===== src/rtl/mcycle_pkg.sv =====
// Shared constants for the multi-cycle control FSM: opcodes, states, instruction
// classes and the mux select encodings driven to the datapath.
package mcycle_pkg;

  localparam logic [6:0] ITYPE   = 7'b0010011;
  localparam logic [6:0] RTYPE   = 7'b0110011;
  localparam logic [6:0] BTYPE   = 7'b1100011;
  localparam logic [6:0] J_ITYPE = 7'b1100111;
  localparam logic [6:0] LOAD    = 7'b0000011;
  localparam logic [6:0] STORE   = 7'b0100011;
  localparam logic [6:0] JAL     = 7'b1101111;
  localparam logic [6:0] LUI     = 7'b0110111;
  localparam logic [6:0] AUIPC   = 7'b0010111;

  typedef enum logic [2:0] {
    FETCH   = 3'd0,
    DECODE  = 3'd1,
    EXECUTE = 3'd2,
    MEM     = 3'd3,
    WB      = 3'd4,
    TRAP    = 3'd5
  } state_e;

  typedef enum logic [3:0] {
    CLS_RTYPE, CLS_ITYPE, CLS_LUI, CLS_AUIPC, CLS_JAL,
    CLS_JALR, CLS_LOAD, CLS_STORE, CLS_BRANCH, CLS_ILLEGAL
  } cls_e;

  localparam logic [1:0] PC_SRC_PC4 = 2'd0;
  localparam logic [1:0] PC_SRC_ALU = 2'd1;

  localparam logic [1:0] WB_SEL_ALU = 2'd0;
  localparam logic [1:0] WB_SEL_MEM = 2'd1;
  localparam logic [1:0] WB_SEL_PC4 = 2'd2;

  localparam logic       ALU_A_REG  = 1'b0;
  localparam logic       ALU_A_PC   = 1'b1;
  localparam logic [1:0] ALU_B_REG  = 2'd0;
  localparam logic [1:0] ALU_B_IMM  = 2'd1;
  localparam logic [1:0] ALU_B_FOUR = 2'd2;

  typedef struct packed {
    logic       ir_we;
    logic       oldpc_we;
    logic       pc_we;
    logic       reg_we;
    logic       mem_req;
    logic       mem_we;
    logic [1:0] pc_src;
    logic [1:0] wb_sel;
  } ctrl_t;

endpackage


===== src/rtl/mcycle_if.sv =====
// Memory handshake between the control FSM (master) and the memory port (slave).
interface mcycle_if;
  logic mem_req;
  logic mem_we;
  logic mem_ready;

  modport master (output mem_req, output mem_we, input mem_ready);
  modport slave  (input mem_req, input mem_we, output mem_ready);
endinterface


===== src/rtl/mcycle_decode.sv =====
// Opcode to instruction-class map; anything unlisted is flagged illegal.
module mcycle_decode
  import mcycle_pkg::*;
(
  input  logic [6:0] opcode,
  output cls_e       cls,
  output logic       illegal
);

  always_comb begin
    cls = CLS_ILLEGAL;
    case (opcode)
      RTYPE:   cls = CLS_RTYPE;
      ITYPE:   cls = CLS_ITYPE;
      LUI:     cls = CLS_LUI;
      AUIPC:   cls = CLS_AUIPC;
      JAL:     cls = CLS_JAL;
      J_ITYPE: cls = CLS_JALR;
      LOAD:    cls = CLS_LOAD;
      STORE:   cls = CLS_STORE;
      BTYPE:   cls = CLS_BRANCH;
      default: cls = CLS_ILLEGAL;
    endcase
    illegal = (cls == CLS_ILLEGAL);
  end

endmodule


===== src/rtl/mcycle_ctrl.sv =====
// Multi-cycle RISC-V control FSM. Strobes are registered: a strobe issued by a
// state is seen on the following cycle. MCYCLE_TRAP_EN enables the TRAP state.
module mcycle_ctrl
  import mcycle_pkg::*;
#(
  parameter int MAX_WAIT = 15
) (
  input  logic       clk,
  input  logic       rst_n,
  input  logic [6:0] opcode,
  input  logic [2:0] func3,
  input  logic       func7,
  input  logic       br_cond,
  mcycle_if.master   mem,
  output logic       ir_we,
  output logic       oldpc_we,
  output logic       pc_we,
  output logic       reg_we,
  output logic [1:0] pc_src,
  output logic [1:0] wb_sel,
  output logic       alu_a_sel,
  output logic [1:0] alu_b_sel,
  output logic [2:0] alu_func3,
  output logic       alu_func7,
  output logic [6:0] alu_opcode,
  output logic [2:0] state,
  output logic       fault
);

  localparam logic [7:0] MAX_W = 8'(MAX_WAIT);

  state_e     state_q, state_d;
  ctrl_t      ctrl_q, ctrl_d;
  logic [7:0] wait_q, wait_d;
  cls_e       cls;
  logic       illegal, done, stall, timeout;
  logic       is_jump;

  mcycle_decode u_decode (.opcode(opcode), .cls(cls), .illegal(illegal));

  // mem_ready only counts while our own request is on the bus
  assign done    = ctrl_q.mem_req & mem.mem_ready;
  assign stall   = ctrl_q.mem_req & ~mem.mem_ready;
  assign is_jump = (cls == CLS_JAL) || (cls == CLS_JALR);

`ifdef MCYCLE_TRAP_EN
  localparam state_e ILLEGAL_NXT = TRAP;
  assign timeout = stall & (wait_q == MAX_W);
`else
  localparam state_e ILLEGAL_NXT = FETCH;
  assign timeout = 1'b0;
`endif

  always_ff @(posedge clk or negedge rst_n) begin
    if (!rst_n) state_q <= FETCH;
    else        state_q <= state_d;
  end

  always_comb begin
    state_d = state_q;
    unique case (state_q)
      FETCH:   if (done) state_d = DECODE;
               else if (timeout) state_d = TRAP;
      DECODE:  state_d = EXECUTE;
      EXECUTE: begin
        if (illegal) state_d = ILLEGAL_NXT;
        else begin
          case (cls)
            CLS_LOAD, CLS_STORE: state_d = MEM;
            CLS_BRANCH:          state_d = FETCH;
            default:             state_d = WB;
          endcase
        end
      end
      MEM:     if (done) state_d = (cls == CLS_STORE) ? FETCH : WB;
               else if (timeout) state_d = TRAP;
      WB:      state_d = FETCH;
      TRAP:    state_d = TRAP;
      default: state_d = FETCH;
    endcase
  end

  always_comb begin
    ctrl_d         = '0;
    ctrl_d.mem_req = (state_d == FETCH) || (state_d == MEM);
    ctrl_d.mem_we  = (state_d == MEM) && (cls == CLS_STORE);
    unique case (state_q)
      FETCH: begin
        ctrl_d.ir_we    = done;
        ctrl_d.oldpc_we = done;
      end
      EXECUTE: begin
        // branches and illegal-as-NOP both retire straight back to FETCH
        ctrl_d.pc_we  = (state_d == FETCH);
        ctrl_d.pc_src = (cls == CLS_BRANCH && br_cond) ? PC_SRC_ALU : PC_SRC_PC4;
      end
      MEM: ctrl_d.pc_we = done && (cls == CLS_STORE);
      WB: begin
        ctrl_d.reg_we = 1'b1;
        ctrl_d.pc_we  = 1'b1;
        ctrl_d.pc_src = is_jump ? PC_SRC_ALU : PC_SRC_PC4;
        ctrl_d.wb_sel = (cls == CLS_LOAD) ? WB_SEL_MEM :
                        is_jump           ? WB_SEL_PC4 : WB_SEL_ALU;
      end
      default: ;
    endcase
  end

  always_comb begin
    wait_d = wait_q;
    if ((state_d == FETCH || state_d == MEM) && state_d != state_q) wait_d = '0;
    else if (stall && wait_q != MAX_W)                              wait_d = wait_q + 8'd1;
  end

  always_ff @(posedge clk or negedge rst_n) begin
    if (!rst_n) begin
      ctrl_q <= '0;
      wait_q <= '0;
    end else begin
      ctrl_q <= ctrl_d;
      wait_q <= wait_d;
    end
  end

`ifdef MCYCLE_TRAP_EN
  logic fault_q, fault_d;
  always_comb fault_d = fault_q | (state_d == TRAP);
  always_ff @(posedge clk or negedge rst_n) begin
    if (!rst_n) fault_q <= 1'b0;
    else        fault_q <= fault_d;
  end
  assign fault = fault_q;
`else
  assign fault = 1'b0;
`endif

  // ALU controls: outside EXECUTE the ALU computes old PC + 4
  always_comb begin
    alu_opcode = ITYPE;
    alu_func3  = 3'b000;
    alu_func7  = 1'b0;
    alu_a_sel  = ALU_A_PC;
    alu_b_sel  = ALU_B_FOUR;
    if (state_q == EXECUTE) begin
      case (cls)
        CLS_RTYPE: begin
          alu_opcode = opcode; alu_func3 = func3; alu_func7 = func7;
          alu_a_sel  = ALU_A_REG; alu_b_sel = ALU_B_REG;
        end
        CLS_ITYPE: begin
          alu_opcode = opcode; alu_func3 = func3;
          alu_func7  = (func3 == 3'b101) & func7;
          alu_a_sel  = ALU_A_REG; alu_b_sel = ALU_B_IMM;
        end
        CLS_LUI, CLS_AUIPC: begin
          alu_opcode = opcode; alu_func3 = func3;
          alu_a_sel  = (cls == CLS_AUIPC) ? ALU_A_PC : ALU_A_REG;
          alu_b_sel  = ALU_B_IMM;
        end
        CLS_JALR, CLS_LOAD, CLS_STORE: begin
          alu_a_sel = ALU_A_REG; alu_b_sel = ALU_B_IMM;
        end
        CLS_JAL, CLS_BRANCH: begin
          alu_a_sel = ALU_A_PC; alu_b_sel = ALU_B_IMM;
        end
        default: ;
      endcase
    end
  end

  assign mem.mem_req = ctrl_q.mem_req;
  assign mem.mem_we  = ctrl_q.mem_we;
  assign ir_we       = ctrl_q.ir_we;
  assign oldpc_we    = ctrl_q.oldpc_we;
  assign pc_we       = ctrl_q.pc_we;
  assign reg_we      = ctrl_q.reg_we;
  assign pc_src      = ctrl_q.pc_src;
  assign wb_sel      = ctrl_q.wb_sel;
  assign state       = state_q;

endmodule


===== src/flat_wrapper.sv =====
// flat-port wrapper written by rule: the top's interface ports become plain ports
module mcycle_ctrl_flat import mcycle_pkg::*;
#(
  parameter int MAX_WAIT = 15
)
  (clk, rst_n, opcode, func3, func7, br_cond, ir_we, oldpc_we, pc_we, reg_we, pc_src, wb_sel, alu_a_sel, alu_b_sel, alu_func3, alu_func7, alu_opcode, state, fault, mem_mem_req, mem_mem_we, mem_mem_ready);
  mcycle_if mem_i ();
  input  logic clk;
  input  logic rst_n;
  input  logic [6:0] opcode;
  input  logic [2:0] func3;
  input  logic func7;
  input  logic br_cond;
  output logic ir_we;
  output logic oldpc_we;
  output logic pc_we;
  output logic reg_we;
  output logic [1:0] pc_src;
  output logic [1:0] wb_sel;
  output logic alu_a_sel;
  output logic [1:0] alu_b_sel;
  output logic [2:0] alu_func3;
  output logic alu_func7;
  output logic [6:0] alu_opcode;
  output logic [2:0] state;
  output logic fault;
  output wire logic [$bits(mem_i.mem_req)-1:0] mem_mem_req;
  output wire logic [$bits(mem_i.mem_we)-1:0] mem_mem_we;
  input wire logic [$bits(mem_i.mem_ready)-1:0] mem_mem_ready;
  assign mem_mem_req = mem_i.mem_req;
  assign mem_mem_we = mem_i.mem_we;
  assign mem_i.mem_ready = mem_mem_ready;
  mcycle_ctrl #(.MAX_WAIT(MAX_WAIT)) u_core (.clk(clk), .rst_n(rst_n), .opcode(opcode), .func3(func3), .func7(func7), .br_cond(br_cond), .mem(mem_i), .ir_we(ir_we), .oldpc_we(oldpc_we), .pc_we(pc_we), .reg_we(reg_we), .pc_src(pc_src), .wb_sel(wb_sel), .alu_a_sel(alu_a_sel), .alu_b_sel(alu_b_sel), .alu_func3(alu_func3), .alu_func7(alu_func7), .alu_opcode(alu_opcode), .state(state), .fault(fault));
endmodule

===== config.mk =====
export PLATFORM = sky130hd
export DESIGN_NAME = mcycle_ctrl_flat
export DESIGN_NICKNAME = d
export VERILOG_FILES = /design/src/rtl/mcycle_pkg.sv /design/src/rtl/mcycle_if.sv /design/src/rtl/mcycle_decode.sv /design/src/rtl/mcycle_ctrl.sv /design/src/flat_wrapper.sv
export SDC_FILE = /design/constraint.sdc
export NUM_CORES = 1
export LEC_CHECK = 0
export CORE_MARGIN = 2
export CORE_UTILIZATION = 30
export CTS_CLUSTER_SIZE = 30
export DETAILED_ROUTE_END_ITERATION = 6
export GPL_TIMING_DRIVEN = 0
export PLACE_DENSITY_LB_ADDON = 0.1
export SYNTH_ARGS = -nofsm -noshare
export SYNTH_HDL_FRONTEND = slang
export SYNTH_SLANG_ARGS = --single-unit

===== constraint.sdc =====
create_clock -name clk -period 3.98 [get_ports clk]
set_input_delay 0.796 -clock clk [delete_from_list [all_inputs] [get_ports clk]]
set_output_delay 0.796 -clock clk [all_outputs]
set_load 0.03 [all_outputs]

==> metrics.md <==
| Metric | Value |
|---|---|
| Largest net degree at the start of global routing | `12` |
| Gate count of the mapped netlist | `101` |
| Min-Delay Startpoint | `u_core.state[1]$_DFF_PN0_` |
| Post-CTS setup buffers | `0` |
| Setup violations, final | `0` |
| Detailed Route Iter0 Violations | `32` |
| Crit path buf inv count | `3` |
| Post_cts resized | `0` |
| Die footprint | `0.00326 mm²` |
| Hold Vio Cnt, Final | `0` |
| Final Non-Filler Cells | `around 180` |
| Hold Path Class | `reg2reg` |
| Critical-path cell list | `clkdlybuf4s50_1 > clkbuf_1 > nand4b_1 > or4_1 > o22ai_1 > clkdlybuf4s50_1` |
| Hold_buf cts | `0` |
| Worst-path maximum fanout | `10` |
| Post-synth EDFFs | `0` |
| H-tree Lvls | `1` |
| Detailed placement HPWL | `1680 µm` |
| All-Layer GR Usage | `0.143` |
| Post-synth top flop | `dfrtp_1` |
| CTS tree | `built` |
| Die Width | `approximately 57 µm` |
| R2R Path End | `u_core.state[2]$_DFF_PN0_` |
| Routed Antenna Nets | `0` |
| CTS clk-pin slew, worst paths | `approximately 0.07 ns` |
| RSZ-0062 raised after global routing | `no` |
| Max Clock Freq | `roughly 260 MHz` |
| Ant diodes | `0` |
| Worst setup path category | `in2out` |
| Outcome | `finished, final reports clean` |
| Met2 GRT Util | `0.236` |
| Post-synthesis simple-gate area fraction | `0.360` |
| Crit path max-delay family | `buffers and inverters` |
| Drt wl/cell | `12.6 µm` |
| Met3 Resource Use GR | `0.0159` |
| Synth Register Bits | `11` |
| PwrDens | `approximately 400 mW/mm²` |
| Vias in the first global route | `841` |
| Vias per cell | `5.13` |
| Lkg Pwr | `0.521 nW` |
| Layout cell share with drive strength beyond 1 | `0.125` |
| Distinct cells, synth | `39` |
| Worst EP required | `3.18 ns` |
| Critical path launch point | `opcode[4]` |
| Core box area | `0.00271 mm²` |
| Arr. time, crit path | `approximately 3.1 ns` |
| Most Frequent Cell on Critical Path | `clkdlybuf4s50_1` |
| Multiplexer area fraction after synthesis | `0.0133` |
| Crit path capture type | `output port` |
| R2R Setup Slk | `around 2.4 ns` |
| Total gr overflow | `0` |
| Crit start category | `input port` |
| I/O pin count | `43` |
| CTS root buffer | `clkbuf_4` |
| Final Slew Violations | `0` |
| Setup_tns | `0 ns` |
| Dpl cells | `171` |
| WHS | `0.533 ns` |
| Die Ht | `57.1 µm` |
| PortBufs | `34` |
| Hold path cells | `1` |
| CTS Buffer Depth | `2` |
| Clk_lat worst skew | `between 0.2 and 0.3 ns` |
| Met1 Use GR | `0.178` |
| Synth area leader | `dfrtp_1` |
| Post-synthesis adder-cell area fraction | `0` |
| Area contributors post-synth | `dfrtp_1 33%, buf_4 8.0%, and2_1 3.7%` |
| Fin crit share | `0.974` |
| Main combinational cell family by area after synthesis | `simple AND/OR/NAND/NOR gates` |
| Hold Path Sink | `u_core.reg_we$_DFF_PN0_` |
| Initial Utilization | `0.312` |
| Async S/R FF share, synth | `1.00` |
| Average size of a mapped cell | `between 8 and 9 µm²` |
| Vias after detailed routing | `897` |
| Max incr delay on CP | `0.70 ns` |
| Initial antenna violation count | `0` |
| Num CTS Buffers | `3` |
| Register area share after synthesis | `0.326` |
| Reg-to-Reg Start | `u_core.state[2]$_DFF_PN0_` |
| P&R area growth vs syn | `50.2%` |
| DR pass1 iterations | `4` |
| Max-cap violations | `0` |
| Xor/xnor share of the synthesized area | `0.0104` |
| Minimum clock period | `a little under 4 ns` |
| Synth Area in Compound Gates | `0.161` |
| Final WL | `2200 µm` |
| Worst Reg-to-Reg Cells | `4` |
| DRC | `0` |
| Ys Warns | `0` |
| Yosys top cell area share | `0.326` |
| Final Skew | `0.00558 ns` |
| Crit-path slowest cell | `clkdlybuf4s50_1` |
| First-pass GRT wire length | `about 3700 µm` |
| GP Congestion | `between 0.8 and 0.9` |
| CTS sink count | `11` |
| Nets | `160` |
| Cell area after synthesis | `845 µm²` |
| Row cnt | `19` |
| Top Usage Layer GRT | `met2` |
| Max VDD drop | `0.270 mV` |
-- routing by layer --
metal	share of wire	vias up	wire length, µm
met4	0.025	0	56
met2	0.49	32	1070
met1	0.43	415	955
li1	-	445	-
met5	0	-	0
met3	0.055	5	120
-- metrics by stage --
stage	setup WS, ns	instance area, µm²	power [mW]	utilization
final	0.102	1270	0.516	0.468
after global placement	0.150	1240	0.437	0.458
after global routing	0.00203	1270	0.548	0.468
after floorplan	0.952	863	0.340	-
after CTS	0.124	1270	0.518	0.468
after detailed placement	0.126	1240	0.440	0.458
-- sequential cells by signal, summed over array words and instances (netlist names) --
register            count
u_core.state            3
u_core.mem.mem_we       1
u_core.wb_sel           2
u_core.pc_we            1
u_core.pc_src           1
u_core.ir_we            1
u_core.mem.mem_req      1
u_core.reg_we           1
-- cells in the mapped netlist, types with 2 or more instances --
master,count
clkbuf_1,3
nor2b_1,3
inv_1,2
dfrtp_1,11
nor3b_1,4
nor2_1,8
conb_1,2
o21ai_0,2
buf_2,3
a21oi_1,5
nand3_1,3
and2_1,5
nor4_1,3
buf_4,9
nand2_1,7
nand4b_1,3
and3_1,2
o22ai_1,3
nor3_1,3
-- where the power goes --
part / switching, mW / total, mW / internal, mW
registers: 0.0201 / 0.154 / 0.134
clock network: 0.0372 / 0.0760 / 0.0388
logic: 0.164 / 0.286 / 0.122
total: 0.221 / 0.516 / 0.295
-- how the worst max path moves through the flow --
stage,end,slack [ns],depth (start not counted)
CTS,alu_func7,0.12,6
finish,alu_func7,0.10,6
global placement,alu_func7,0.15,6
floorplan,alu_b_sel[0],0.95,5
global route,alu_func7,0.002,6
detailed placement,alu_func7,0.13,6
-- worst reg2reg max path, cell delays in order, from the launching register on --
cell	delay (ns)
dfrtp_1	0.42
nor3b_4	0.43
o2111ai_1	0.27
a21boi_0	0.20
o22ai_1	0.16
-- layout make-up --
cell class	instances	area [µm²]
Clock buffer	4	26.3
Fill cell	279	1440
Sequential cell	11	275
Tap cell	31	38.8
Inverter	2	7.51
Multi-Input combinational cell	78	487
Buffer	15	93.8
Timing Repair Buffer	34	340
-- cells in the final DEF, fill, tap and decap left out, types with 2 or more instances in the layout --
| master | Yosys | layout |
|---|---|---|
| nor4_1 | 3 | 3 |
| dfrtp_1 | 11 | 11 |
| a21oi_1 | 5 | 5 |
| conb_1 | 2 | 7 |
| nor3_1 | 3 | 3 |
| buf_2 | 3 | 3 |
| o22ai_1 | 3 | 3 |
| nor3b_1 | 4 | 4 |
| nand4b_1 | 3 | 3 |
| nand2_1 | 7 | 7 |
| clkbuf_4 | 0 | 3 |
| buf_4 | 9 | 9 |
| nor2b_1 | 3 | 3 |
| o21ai_0 | 2 | 2 |
| nor2_1 | 8 | 8 |
| nand3_1 | 3 | 3 |
| and3_1 | 2 | 2 |
| clkdlybuf4s50_1 | 0 | 34 |
| and2_1 | 5 | 5 |
| clkbuf_1 | 3 | 4 |
| inv_1 | 2 | 2 |
-- kinds of logic after synthesis --
| group | Yosys count |
|---|---|
| simple gates | 49 |
| compound gates | 20 |
| buf+inv | 17 |
| flops | 11 |
| other cells | 2 |
| xor+xnor | 1 |
| mux | 1 |
Note: power is estimated with default switching activity, not from simulation.
